[config.mk]
export PLATFORM = sky130hd
export DESIGN_NAME = regbus_arbiter
export DESIGN_NICKNAME = d
export VERILOG_FILES = /design/src/rtl/regbus_pkg.sv /design/src/rtl/regbus_rr_picker.sv /design/src/rtl/regbus_arbiter.sv
export SDC_FILE = /design/constraint.sdc
export NUM_CORES = 1
export LEC_CHECK = 0
export ABC_AREA = 0
export CAP_MARGIN = 5
export CORE_MARGIN = 10
export CORE_UTILIZATION = 40
export DETAILED_ROUTE_END_ITERATION = 10
export DONT_BUFFER_PORTS = 1
export PLACE_DENSITY_LB_ADDON = 0.05
export SLEW_MARGIN = 25
export SYNTH_ARGS = -nofsm -noshare
export SYNTH_HDL_FRONTEND = slang
export SYNTH_SLANG_ARGS = --single-unit
[constraint.sdc]
create_clock -name clock -period 1.8 [get_ports clock]
set_input_delay 0 -clock clock [delete_from_list [all_inputs] [get_ports clock]]
set_output_delay 0 -clock clock [all_outputs]
set_load 0.02 [all_outputs]
[src/rtl/regbus_pkg.sv]
// Shared types and widths for the register-file read-bus arbiter.
// Counter widths cover the full legal ranges: TURN_CYCLES up to 7, MAX_HOLD up to 255.
package regbus_pkg;

  typedef enum logic [1:0] {
    ST_IDLE  = 2'd0,
    ST_GRANT = 2'd1,
    ST_TURN  = 2'd2
  } state_t;

  localparam int NREQ_MAX    = 32;
  localparam int OWNER_W_MAX = 5;
  localparam int TURN_CNT_W  = 3;
  localparam int HOLD_CNT_W  = 8;

  function automatic int owner_w(input int n);
    return (n > 1) ? $clog2(n) : 1;
  endfunction

endpackage

[src/rtl/regbus_rr_picker.sv]
// Combinational round-robin search: first set req bit strictly after 'last', wrapping.
// Pure logic with no state; the caller registers the result.
module rr_picker
  import regbus_pkg::*;
#(
  parameter int NREQ = 4,
  parameter int OW   = 2
) (
  input  logic [NREQ-1:0] req,
  input  logic [OW-1:0]   last,
  output logic [OW-1:0]   pick,
  output logic            any
);

  logic [OW-1:0] w_idx;

  // Walk offsets from the farthest back to the nearest, so the nearest hit wins.
  always_comb begin
    pick  = '0;
    w_idx = '0;
    any   = |req;
    for (int k = NREQ; k >= 1; k--) begin
      w_idx = OW'((int'(last) + k) % NREQ);
      if (req[w_idx]) begin
        pick = w_idx;
      end
    end
  end

endmodule

[src/rtl/regbus_arbiter.sv]
// Round-robin owner of the shared tristate read bus; grant one cycle after request, TURN_CYCLES idle between owners.
// Optional forced release after MAX_HOLD grant cycles when REGBUS_HOLD_LIMIT_EN is defined.
module regbus_arbiter
  import regbus_pkg::*;
#(
  parameter int NREQ        = 4,
  parameter int TURN_CYCLES = 1,
  parameter int MAX_HOLD    = 8
) (
  input  logic                    clock,
  input  logic                    ctrl_reset,
  input  logic [NREQ-1:0]         req,
  output logic [NREQ-1:0]         grant,
  output logic [NREQ-1:0]         drive_en,
  output logic [$clog2(NREQ)-1:0] owner,
  output logic                    bus_busy
);

  localparam int OW = owner_w(NREQ);

  if (NREQ < 2 || NREQ > NREQ_MAX || TURN_CYCLES < 1 || TURN_CYCLES > 7 ||
      MAX_HOLD < 2 || MAX_HOLD > 255) begin : g_bad_param
    $error("regbus_arbiter: parameter out of legal range");
  end

  state_t                r_state;
  logic [NREQ-1:0]       r_grant;
  logic [OW-1:0]         r_owner;
  logic [OW-1:0]         r_last;
  logic                  r_busy;
  logic [TURN_CNT_W-1:0] r_tcnt;

  logic [OW-1:0]         w_pick;
  logic                  w_any;
  logic                  w_preempt;
  logic                  w_release;

  rr_picker #(
    .NREQ (NREQ),
    .OW   (OW)
  ) u_picker (
    .req  (req),
    .last (r_last),
    .pick (w_pick),
    .any  (w_any)
  );

`ifdef REGBUS_HOLD_LIMIT_EN
  logic [HOLD_CNT_W-1:0] r_hold;

  // Only a competing requester can take the bus away; alone, the owner keeps it.
  assign w_preempt = (r_hold == HOLD_CNT_W'(MAX_HOLD)) && (|(req & ~r_grant));
`else
  assign w_preempt = 1'b0;
`endif

  assign w_release = ~req[r_owner] | w_preempt;

  always_ff @(posedge clock) begin
    if (ctrl_reset) begin
      r_state <= ST_IDLE;
      r_grant <= '0;
      r_owner <= '0;
      r_last  <= OW'(NREQ - 1);
      r_busy  <= 1'b0;
      r_tcnt  <= '0;
`ifdef REGBUS_HOLD_LIMIT_EN
      r_hold  <= '0;
`endif
    end else begin
      case (r_state)
        ST_IDLE: begin
          if (w_any) begin
            r_state <= ST_GRANT;
            r_grant <= {{(NREQ-1){1'b0}}, 1'b1} << w_pick;
            r_owner <= w_pick;
            r_last  <= w_pick;
            r_busy  <= 1'b1;
`ifdef REGBUS_HOLD_LIMIT_EN
            r_hold  <= HOLD_CNT_W'(1);
`endif
          end
        end
        ST_GRANT: begin
          if (w_release) begin
            r_state <= ST_TURN;
            r_grant <= '0;
            r_tcnt  <= '0;
`ifdef REGBUS_HOLD_LIMIT_EN
            r_hold  <= '0;
          end else if (r_hold != HOLD_CNT_W'(MAX_HOLD)) begin
            r_hold  <= r_hold + HOLD_CNT_W'(1);
`endif
          end
        end
        ST_TURN: begin
          // Pending requests are level-sensitive, so IDLE picks them up afterwards.
          if (r_tcnt == TURN_CNT_W'(TURN_CYCLES - 1)) begin
            r_state <= ST_IDLE;
            r_busy  <= 1'b0;
          end else begin
            r_tcnt  <= r_tcnt + TURN_CNT_W'(1);
          end
        end
        default: begin
          r_state <= ST_IDLE;
          r_grant <= '0;
          r_busy  <= 1'b0;
        end
      endcase
    end
  end

  assign grant    = r_grant;
  assign drive_en = r_grant;
  assign owner    = r_owner;
  assign bus_busy = r_busy;

endmodule
==> impl_metrics.csv, run 1 <==
group,metric,value,unit
critical_path,r2r_end,"drive_en[0]",
floorplan,rows,15,
synthesis,ys_seq_elements,14,
place,io_buffer_count,0,
critical_path,ff2ff_setup_slack,0.25,ns
place,place_ws,0.271,ns
sta,timing.final.ws_setup,0.249,ns
place,place_area,769,µm²
final_layout,antenna-diode-count,0,
sta,setup_viol,0,
critical_path,worstSetupEndpoint,"drive_en[0]",
pwr,power_frac_comb,20.9,%
pwr,p_int,552,µW
critical_path,startpoint_type,"register",
clock_network,cts_buffers,3,
final_layout,stdcell_area,816,µm²
detailed_routing,drcViolationCount,0,
clock_network,cts_tree,"done",
synthesis,synth_flop_cell,"dfxtp_1",
clock_network,root_buffer,"clkbuf_4",
synthesis,syn-cell-area,757,µm²
floorplan,start_util,42.9,%
place,hpwl,1170,µm
clock_network,cts.sinks,14,
sta,clock_skew,0.0109,ns
grt,grt_usage,8.22,%
critical_path,rr_worst_depth,4,
synthesis,synth.avg_cell_area,9.23,µm²
pwr,clkPwrFrac,28.8,%
detailed_routing,routed_via_density,5.41,
critical_path,worstSetupStartpoint,"owner[1]",
floorplan,die-width,63.5,µm
sta,fin_crit,1.55,ns
grt,antenna_found_initial,0,
critical_path,required,2.03,ns
synthesis,yosysSeqAreaShare,37.0,%
sta,timing.fmax,645,MHz
sta,drv_slew,0,
detailed_routing,first_pass_iters,4,
synthesis,synth_edf_count,0,
hold_path,min_path_type,"in -> reg",
grt,first_global_vias,582,
detailed_routing,drt-wirelength-per-cell,14.1,µm
pwr,power_density,995,mW/mm²
floorplan,dieArea,0.00403,mm²
pwr,swShare,31.9,%
sta,tns,0,ns
pwr,seqPwrFrac,50.3,%
job,drv_cap,0,
sta,post-route-period-util,86.2,%
clock_network,cts-resized-gates,0,
grt,overflow,0,
pwr,p_sw,259,µW
synthesis,yosysUniqueCellTypes,32,
run_status,status,"finished clean",
floorplan,die_h,63.5,µm
synthesis,synthesis.nets,90,
pwr,p_total,811,µW
place,place_congestion,0.702,
detailed_routing,ant_nets,0,
final_layout,final_net_count,93,
pwr,leakagePower,0.315,nW
grt,grt_max_degree,12,
detailed_routing,vias,590,
floorplan,num_io_pins,17,
detailed_routing,dr.first_iter.drc_count,9,
synthesis,syn_inst,82,
critical_path,cp_max_fo,4,
pwr,vdd_drop_max,0.451,mV
critical_path,arrival,1.78,ns
floorplan,core,0.00176,mm²
clock_network,clkLatencyLatePin,0.29,ns
final_layout,final_layout_size_suffix_gt1_share,16.7,%
detailed_routing,wl,1540,µm
grt,grt_pass1_wl,2630,µm
clock_network,htreeDepth,1,
critical_path,critPathCaptureType,"register",
sta,worst_pin_slew,0.534,ns
synthesis,yosysWarnings,0,
final_layout,syn2layout_area_growth,7.77,%
clock_network,postCtsHoldBufs,1,
final_layout,utilization,46.2,%
synthesis,ys_async_sr_fraction,0,%
clock_network,cts_max_path_buffers,2,
sta,slew-limit-headroom,64.1,%
sta,hold_viol_final,0,
critical_path,reg2reg_from,"owner[1]",
final_layout,final.fill_count,191,
sta,rsz0062_at_grt,"false",
clock_network,clk_pin_slew,0.10,ns
clock_network,cts_setup_buffers,0,
critical_path,path_class,"reg -> reg",
[synthesized netlist by cell type (all sizes together) (2+ instances only)]
cell    number  share of area, %
nand4b       3               3.5
inv          3               1.5
nand3b       3               3.0
o21bai       2               2.0
ha           2               3.3
or3          3               2.5
clkbuf       3               2.5
a32o         2               3.0
buf          4               4.0
nand2b       4               3.3
a21oi        7               4.6
a22o         2               2.3
nand2        5               2.5
nor2         5               2.5
mux2i        2               2.6
dfxtp       14                37
nor3         4               2.6
[cell type report]
cell class                      instances  area [µm²]  area share [%]
Sequential cell                        14         280            34.4
Timing Repair Buffer                    5        40.0            4.91
Inverter                                3        11.3            1.38
Tap cell                               25        31.3            3.83
Multi-Input combinational cell         58         417            51.1
Clock buffer                            4        36.3            4.45
[kinds of logic after synthesis]
logic type | after synthesis | synth area share, %
compound gates | 21 | 20.5
xor+xnor | 1 | 1.16
fa+ha+maj | 2 | 3.31
buf+inv | 10 | 7.93
flops | 14 | 37.0
mux | 4 | 7.60
simple gates | 30 | 22.5
[routing by layer]
metal / track usage (%) / routed length, µm
met1: 7.92 / 657
met2: 13.9 / 789
met4: 4.92 / 12
met3: 3.89 / 80
met5: 0 / 0
[sequential cells by signal, summed over array words and instances (netlist names)]
signal,flops
bus_busy,1
r_tcnt,3
r_last,2
owner,2
drive_en,4
r_state,2
[cell usage in the layout (no fill, tap or decap)]
cell           instances
xor2_1                 1
a211oi_1               1
nor3_1                 4
a21o_1                 1
nand4b_1               3
a21oi_1                7
clkbuf_8               1
a311oi_2               1
dfxtp_1               14
mux2_2                 1
ha_1                   2
or2_2                  1
nor4_1                 1
a22o_1                 2
buf_4                  4
mux2i_1                2
a31oi_1                1
o21bai_1               2
nand2b_1               4
inv_1                  3
nand2_1                5
or3_1                  3
a32o_2                 2
nor2_1                 5
a21boi_0               1
o21ba_2                1
nor3b_1                1
clkbuf_4               3
o21ai_1                1
mux4_1                 1
nand3b_1               3
o22ai_1                1
dlygate4sd3_1          1
[worst min-delay path by stage]
stage,startpoint,endpoint,slack (ns),depth (start not counted)
finish,req[0],r_last[0],0.01,2
global route,ctrl_reset,drive_en[3],0.007,2
CTS,req[0],r_last[0],0.002,2
detailed placement,ctrl_reset,r_state[1],0.07,1
global placement,ctrl_reset,bus_busy,0.07,1
floorplan,ctrl_reset,r_tcnt[1],0.19,2
[metrics by stage]
step,cells,hold WS [ns]
after floorplan,82,0.186
after detailed placement,104,0.0729
final,109,0.0137
after CTS,109,0.00224
after global routing,109,0.00697
after global placement,104,0.0723
[power groups by stage]
stage	logic (mW)	clock network (mW)	registers, mW
6_report	0.169	0.234	0.408
5_1_grt	0.188	0.259	0.416
4_1_cts	0.171	0.245	0.410
3_5_place_dp	0.166	0	0.417
3_3_place_gp	0.165	0	0.418
2_1_floorplan	0.155	0	0.399
[worst max-delay path, cell delays in order, from the launching register on]
cell	delay, ns
dfxtp_1	0.33
buf_4	0.16
or3_1	0.38
a311oi_2	0.42
a22o_1	0.20
Power figures use the tool's default switching activity.
==> run 2, diff against run 1 <==
--- a/config.mk
+++ b/config.mk
@@ -11,7 +11,7 @@
 export CORE_UTILIZATION = 40
 export DETAILED_ROUTE_END_ITERATION = 10
 export DONT_BUFFER_PORTS = 1
-export PLACE_DENSITY_LB_ADDON = 0.05
+export PLACE_DENSITY = 0.63
 export SLEW_MARGIN = 25
 export SYNTH_ARGS = -nofsm -noshare
 export SYNTH_HDL_FRONTEND = slang
==> run 2 against run 1 <==
Flip-flop and latch count unchanged. Setup slack better by 0.029 ns. Non-clock buffer count down 1. Critical endpoint is now drive_en[1]. Global-route usage about the same. Register-to-register slack better by 0.03 ns. Clock skew down 0.0083 ns. Utilization down 1.2 points. Critical path depth unchanged.
==> impl_metrics.csv, run 2 (synthesized netlist as in run 1, its figures left out) <==
group,metric,value,unit
hold_path,min_path_type,"in -> reg",
place,hpwl,1130,µm
critical_path,arrival,1.74,ns
detailed_routing,drt-wirelength-per-cell,14.2,µm
detailed_routing,wl,1520,µm
detailed_routing,ant_nets,0,
detailed_routing,first_pass_iters,4,
clock_network,clkLatencyLatePin,0.27,ns
final_layout,antenna-diode-count,0,
pwr,leakagePower,0.302,nW
clock_network,cts_buffers,3,
critical_path,cp_max_fo,4,
clock_network,cts_setup_buffers,0,
place,place_area,762,µm²
place,io_buffer_count,0,
clock_network,cts.sinks,14,
critical_path,startpoint_type,"register",
floorplan,dieArea,0.00403,mm²
floorplan,rows,15,
hold_path,worstHoldStart,"req[0]",
place,place_congestion,0.738,
final_layout,final_common_cell,"dfxtp_1",
floorplan,die-width,63.5,µm
final_layout,largest_reg_flops,4,
detailed_routing,drcViolationCount,0,
sta,hold_viol_final,0,
clock_network,htreeDepth,1,
pwr,p_total,740,µW
critical_path,ff2ff_setup_slack,0.28,ns
grt,grt_pass1_wl,2770,µm
final_layout,final_net_count,92,
grt,first_global_vias,612,
pwr,vdd_drop_max,0.385,mV
sta,clock_skew,0.00257,ns
hold_path,worstHoldPathCells,2,
critical_path,r2r_end,"drive_en[1]",
sta,slew-limit-headroom,71.0,%
sta,worst_pin_slew,0.434,ns
critical_path,rr_worst_depth,4,
final_layout,layout_common_cells,"14 x dfxtp_1, 7 x a21oi_1, 5 x nor2_1, 5 x nand2_1",
final_layout,final_cell_count_no_fill,107,
critical_path,reg2reg_from,"owner[1]",
sta,fin_crit,1.52,ns
grt,grt_max_degree,12,
grt,grt_usage,8.21,%
grt,overflow,0,
pwr,power_density,932,mW/mm²
sta,timing.fmax,657,MHz
sta,drv_slew,0,
floorplan,num_io_pins,17,
floorplan,core,0.00176,mm²
detailed_routing,dr.first_iter.drc_count,12,
hold_path,whs_endpoint,"r_last[0]",
final_layout,final_layout_size_suffix_gt1_share,14.6,%
clock_network,cts_tree,"done",
job,drv_cap,0,
run_status,status,"finished clean",
detailed_routing,vias,587,
floorplan,start_util,42.9,%
final_layout,syn2layout_area_growth,4.96,%
sta,post-route-period-util,84.6,%
floorplan,die_h,63.5,µm
clock_network,cts_max_path_buffers,2,
critical_path,required,2.02,ns
critical_path,path_class,"reg -> reg",
clock_network,root_buffer,"clkbuf_4",
detailed_routing,routed_via_density,5.49,
final_layout,final.fill_count,192,
sta,setup_viol,0,
grt,antenna_found_initial,0,
critical_path,critPathCaptureType,"register",
sta,tns,0,ns
clock_network,cts-resized-gates,0,
clock_network,clk_pin_slew,0.08,ns
sta,rsz0062_at_grt,"false",
place,place_inst,103,
final_layout,stdcell_area,795,µm²
==> run 2: final cells by class <==
type / count / area [µm²] / area share [%]
multi-input cells: 58 / 417 / 52.4
clock buffers: 3 / 22.5 / 2.83
well taps: 25 / 31.3 / 3.94
repair buffers: 4 / 32.5 / 4.09
flip-flops and latches: 14 / 280 / 35.3
inverters: 3 / 11.3 / 1.42
==> run 2: routing by layer <==
layer	vias to the layer above	global-route usage (%)	share of wire (%)
met1	267	9.39	46
met4	0	4.64	1.9
met5	-	0	0
met2	15	12.6	46
li1	301	-	-
met3	4	3.36	6.5
==> run 2: power breakdown <==
part	switching (mW)	total, mW	internal, mW
sequential	0.0711	0.413	0.342
combinational	0.0778	0.163	0.0851
clock	0.0869	0.164	0.0772
==> run 2: how the worst max path moves through the flow <==
stage / startpoint / endpoint
2_1_floorplan: owner[1] / r_tcnt[0]
3_3_place_gp: owner[1] / drive_en[0]
3_5_place_dp: owner[1] / drive_en[1]
4_1_cts: owner[1] / drive_en[1]
5_1_grt: owner[0] / drive_en[1]
6_report: owner[1] / drive_en[1]
==> run 2: through the flow <==
stage | hold slack, ns | setup WS (ns) | util, %
final | 0.0111 | 0.278 | 45.0
after global routing | 0.0150 | 0.204 | 45.0
after CTS | 0.00668 | 0.266 | 45.0
after detailed placement | 0.0739 | 0.281 | 43.2
after global placement | 0.0712 | 0.316 | 43.2
after floorplan | 0.186 | 0.187 | -
==> run 2: timing repair <==
item	in CTS	in global routing
hold buffers	1	0
setup endpoints to repair	0	0
hold endpoints to repair	12	0
==> run 2: worst max-delay path, stage by stage (launching register included) <==
cell	delay, ns
dfxtp_1	0.32
buf_4	0.17
or3_1	0.39
a311oi_2	0.41
a22o_1	0.20
==> run 3, diff against run 2 <==
==> constraint.sdc (replaced) <==
create_clock -name clock -period 1.5 [get_ports clock]
set_input_delay 0 -clock clock [delete_from_list [all_inputs] [get_ports clock]]
set_output_delay 0 -clock clock [all_outputs]
set_load 0.02 [all_outputs]
==> run 3 against run 2 <==
The run now ends with negative hold slack left. Non-clock buffer count up 4. Sequential power up 15%. Total power up 30%. Cell area up 7.2%. Clock-buffer cell count up 1. Fmax up 4.2%. Global-route usage up 0.68 points. Clock skew up 0.0090 ns. Via count up 5.6%.
==> impl_metrics.csv, run 3 (synthesized netlist as in run 1, its figures left out) <==
group,metric,value,unit
sta,tns,0,ns
clock_network,cts_tree,"done",
detailed_routing,wl,1710,µm
place,hpwl,1270,µm
final_layout,syn2layout_area_growth,12.6,%
detailed_routing,vias,620,
grt,antenna_found_initial,0,
sta,post-route-period-util,97.4,%
grt,grt_pass1_wl,2960,µm
final_layout,utilization,48.3,%
final_layout,layout_common_cells,"11 x dfxtp_1, 7 x a21oi_1, 7 x buf_4, 5 x nor2_1, 5 x nand2_1",
detailed_routing,dr.first_iter.drc_count,19,
final_layout,largest_reg_flops,4,
sta,hold_viol_final,1,
pwr,p_total,959,µW
critical_path,startpoint_type,"register",
critical_path,path_class,"reg -> reg",
sta,setup_viol,0,
clock_network,root_buffer,"clkbuf_4",
pwr,vdd_drop_max,0.604,mV
detailed_routing,drcViolationCount,0,
sta,slew-limit-headroom,66.1,%
critical_path,critPathCaptureType,"register",
pwr,p_sw,320,µW
detailed_routing,routed_via_density,5.54,
pwr,p_int,640,µW
sta,timing.fmax,685,MHz
floorplan,rows,15,
clock_network,clk_pin_slew,0.09,ns
place,place_congestion,0.760,
detailed_routing,first_pass_iters,4,
grt,grt_max_degree,13,
floorplan,core,0.00176,mm²
final_layout,final_net_count,96,
pwr,seqPwrFrac,49.3,%
critical_path,rr_worst_depth,4,
clock_network,cts.sinks,14,
floorplan,start_util,42.9,%
critical_path,r2r_end,"drive_en[1]",
critical_path,worstSetupStartpoint,"owner[0]",
clock_network,clkLatencyLatePin,0.28,ns
sta,rsz0062_at_grt,"true",
sta,holdWs,-0.000717,ns
place,io_buffer_count,0,
final_layout,final.fill_count,190,
final_layout,seqCellArea,287,µm²
sta,clock_skew,0.0116,ns
pwr,power_density,1130,mW/mm²
critical_path,cp_max_fo,4,
critical_path,worstSetupEndpoint,"drive_en[1]",
final_layout,antenna-diode-count,0,
hold_path,min_path_type,"in -> reg",
floorplan,die-width,63.5,µm
grt,grt_usage,8.89,%
clock_network,cts_buffers,3,
detailed_routing,drt-wirelength-per-cell,15.3,µm
critical_path,reg2reg_from,"owner[0]",
sta,fin_crit,1.46,ns
clock_network,cts_max_path_buffers,2,
run_status,violations,"negative hold slack",
pwr,power_frac_comb,27.1,%
job,drv_cap,0,
final_layout,final_common_cell,"dfxtp_1",
sta,worst_pin_slew,0.504,ns
grt,overflow,0,
critical_path,ff2ff_setup_slack,0.04,ns
pwr,swShare,33.3,%
run_status,status,"finished, violations left",
pwr,clkPwrFrac,23.5,%
final_layout,final_layout_size_suffix_gt1_share,25.3,%
sta,drv_slew,0,
floorplan,die_h,63.5,µm
critical_path,arrival,1.68,ns
floorplan,dieArea,0.00403,mm²
final_layout,multi_input_area,434,µm²
detailed_routing,ant_nets,0,
pwr,leakagePower,0.328,nW
grt,first_global_vias,660,
floorplan,num_io_pins,17,
critical_path,required,1.72,ns
clock_network,htreeDepth,1,
run 3: worst min path at each step:
stage               startpoint        end  slack (ns)  cells after the start
floorplan           ctrl_reset  r_tcnt[1]        0.19                      2
global placement    ctrl_reset   owner[1]        0.06                      1
detailed placement  ctrl_reset   owner[1]        0.06                      1
CTS                     req[0]   owner[0]       0.005                      2
global route            req[0]   owner[0]        0.02                      2
finish                  req[0]   owner[0]     -0.0007                      2
run 3: stage by stage:
step | std cells | setup WS (ns) | area (µm²)
after floorplan | 82 | 0.00789 | 761
after global placement | 107 | 0.0301 | 796
after detailed placement | 107 | -0.0125 | 796
after CTS | 112 | 0.00586 | 848
after global routing | 112 | -0.0196 | 852
final | 112 | 0.0392 | 852
run 3: metal layers:
metal,up-vias,GRT usage (%),part of all wire [%]
li1,306,-,-
met1,299,8.60,40
met2,13,16.6,53
met3,2,3.89,6.3
met4,0,2.46,0.70
met5,-,0,0
run 3: area by class of cell:
class | instances | share of cell area (%)
inverters | 3 | 1.32
clock buffers | 4 | 3.08
repair buffers | 8 | 7.34
flip-flops and latches | 14 | 33.6
multi-input cells | 58 | 51.0
well taps | 25 | 3.67
run 3: repair_timing:
item / 4_1_cts / 5_1_grt
pin swaps: 1 / 2
hold buffers: 1 / 0
buffers inserted: 0 / 0
gates cloned: 0 / 0
endpoints found under the hold margin: 13 / 0
gates resized for setup: 2 / 4
setup endpoints to repair: 5 / 10
run 3: worst max-delay path, cell delays in order, from the launching register on:
cell	delay (ns)
dfxtp_2	0.35
mux2i_1	0.11
or3_1	0.35
a311oi_4	0.40
a22o_1	0.19
run 3: power groups by stage:
stage	logic [mW]	registers, mW	clock network (mW)
2_1_floorplan	0.186	0.480	0
3_5_place_dp	0.241	0.479	0
6_report	0.260	0.473	0.226
5_1_grt	0.287	0.480	0.248
4_1_cts	0.260	0.472	0.234
3_3_place_gp	0.235	0.478	0
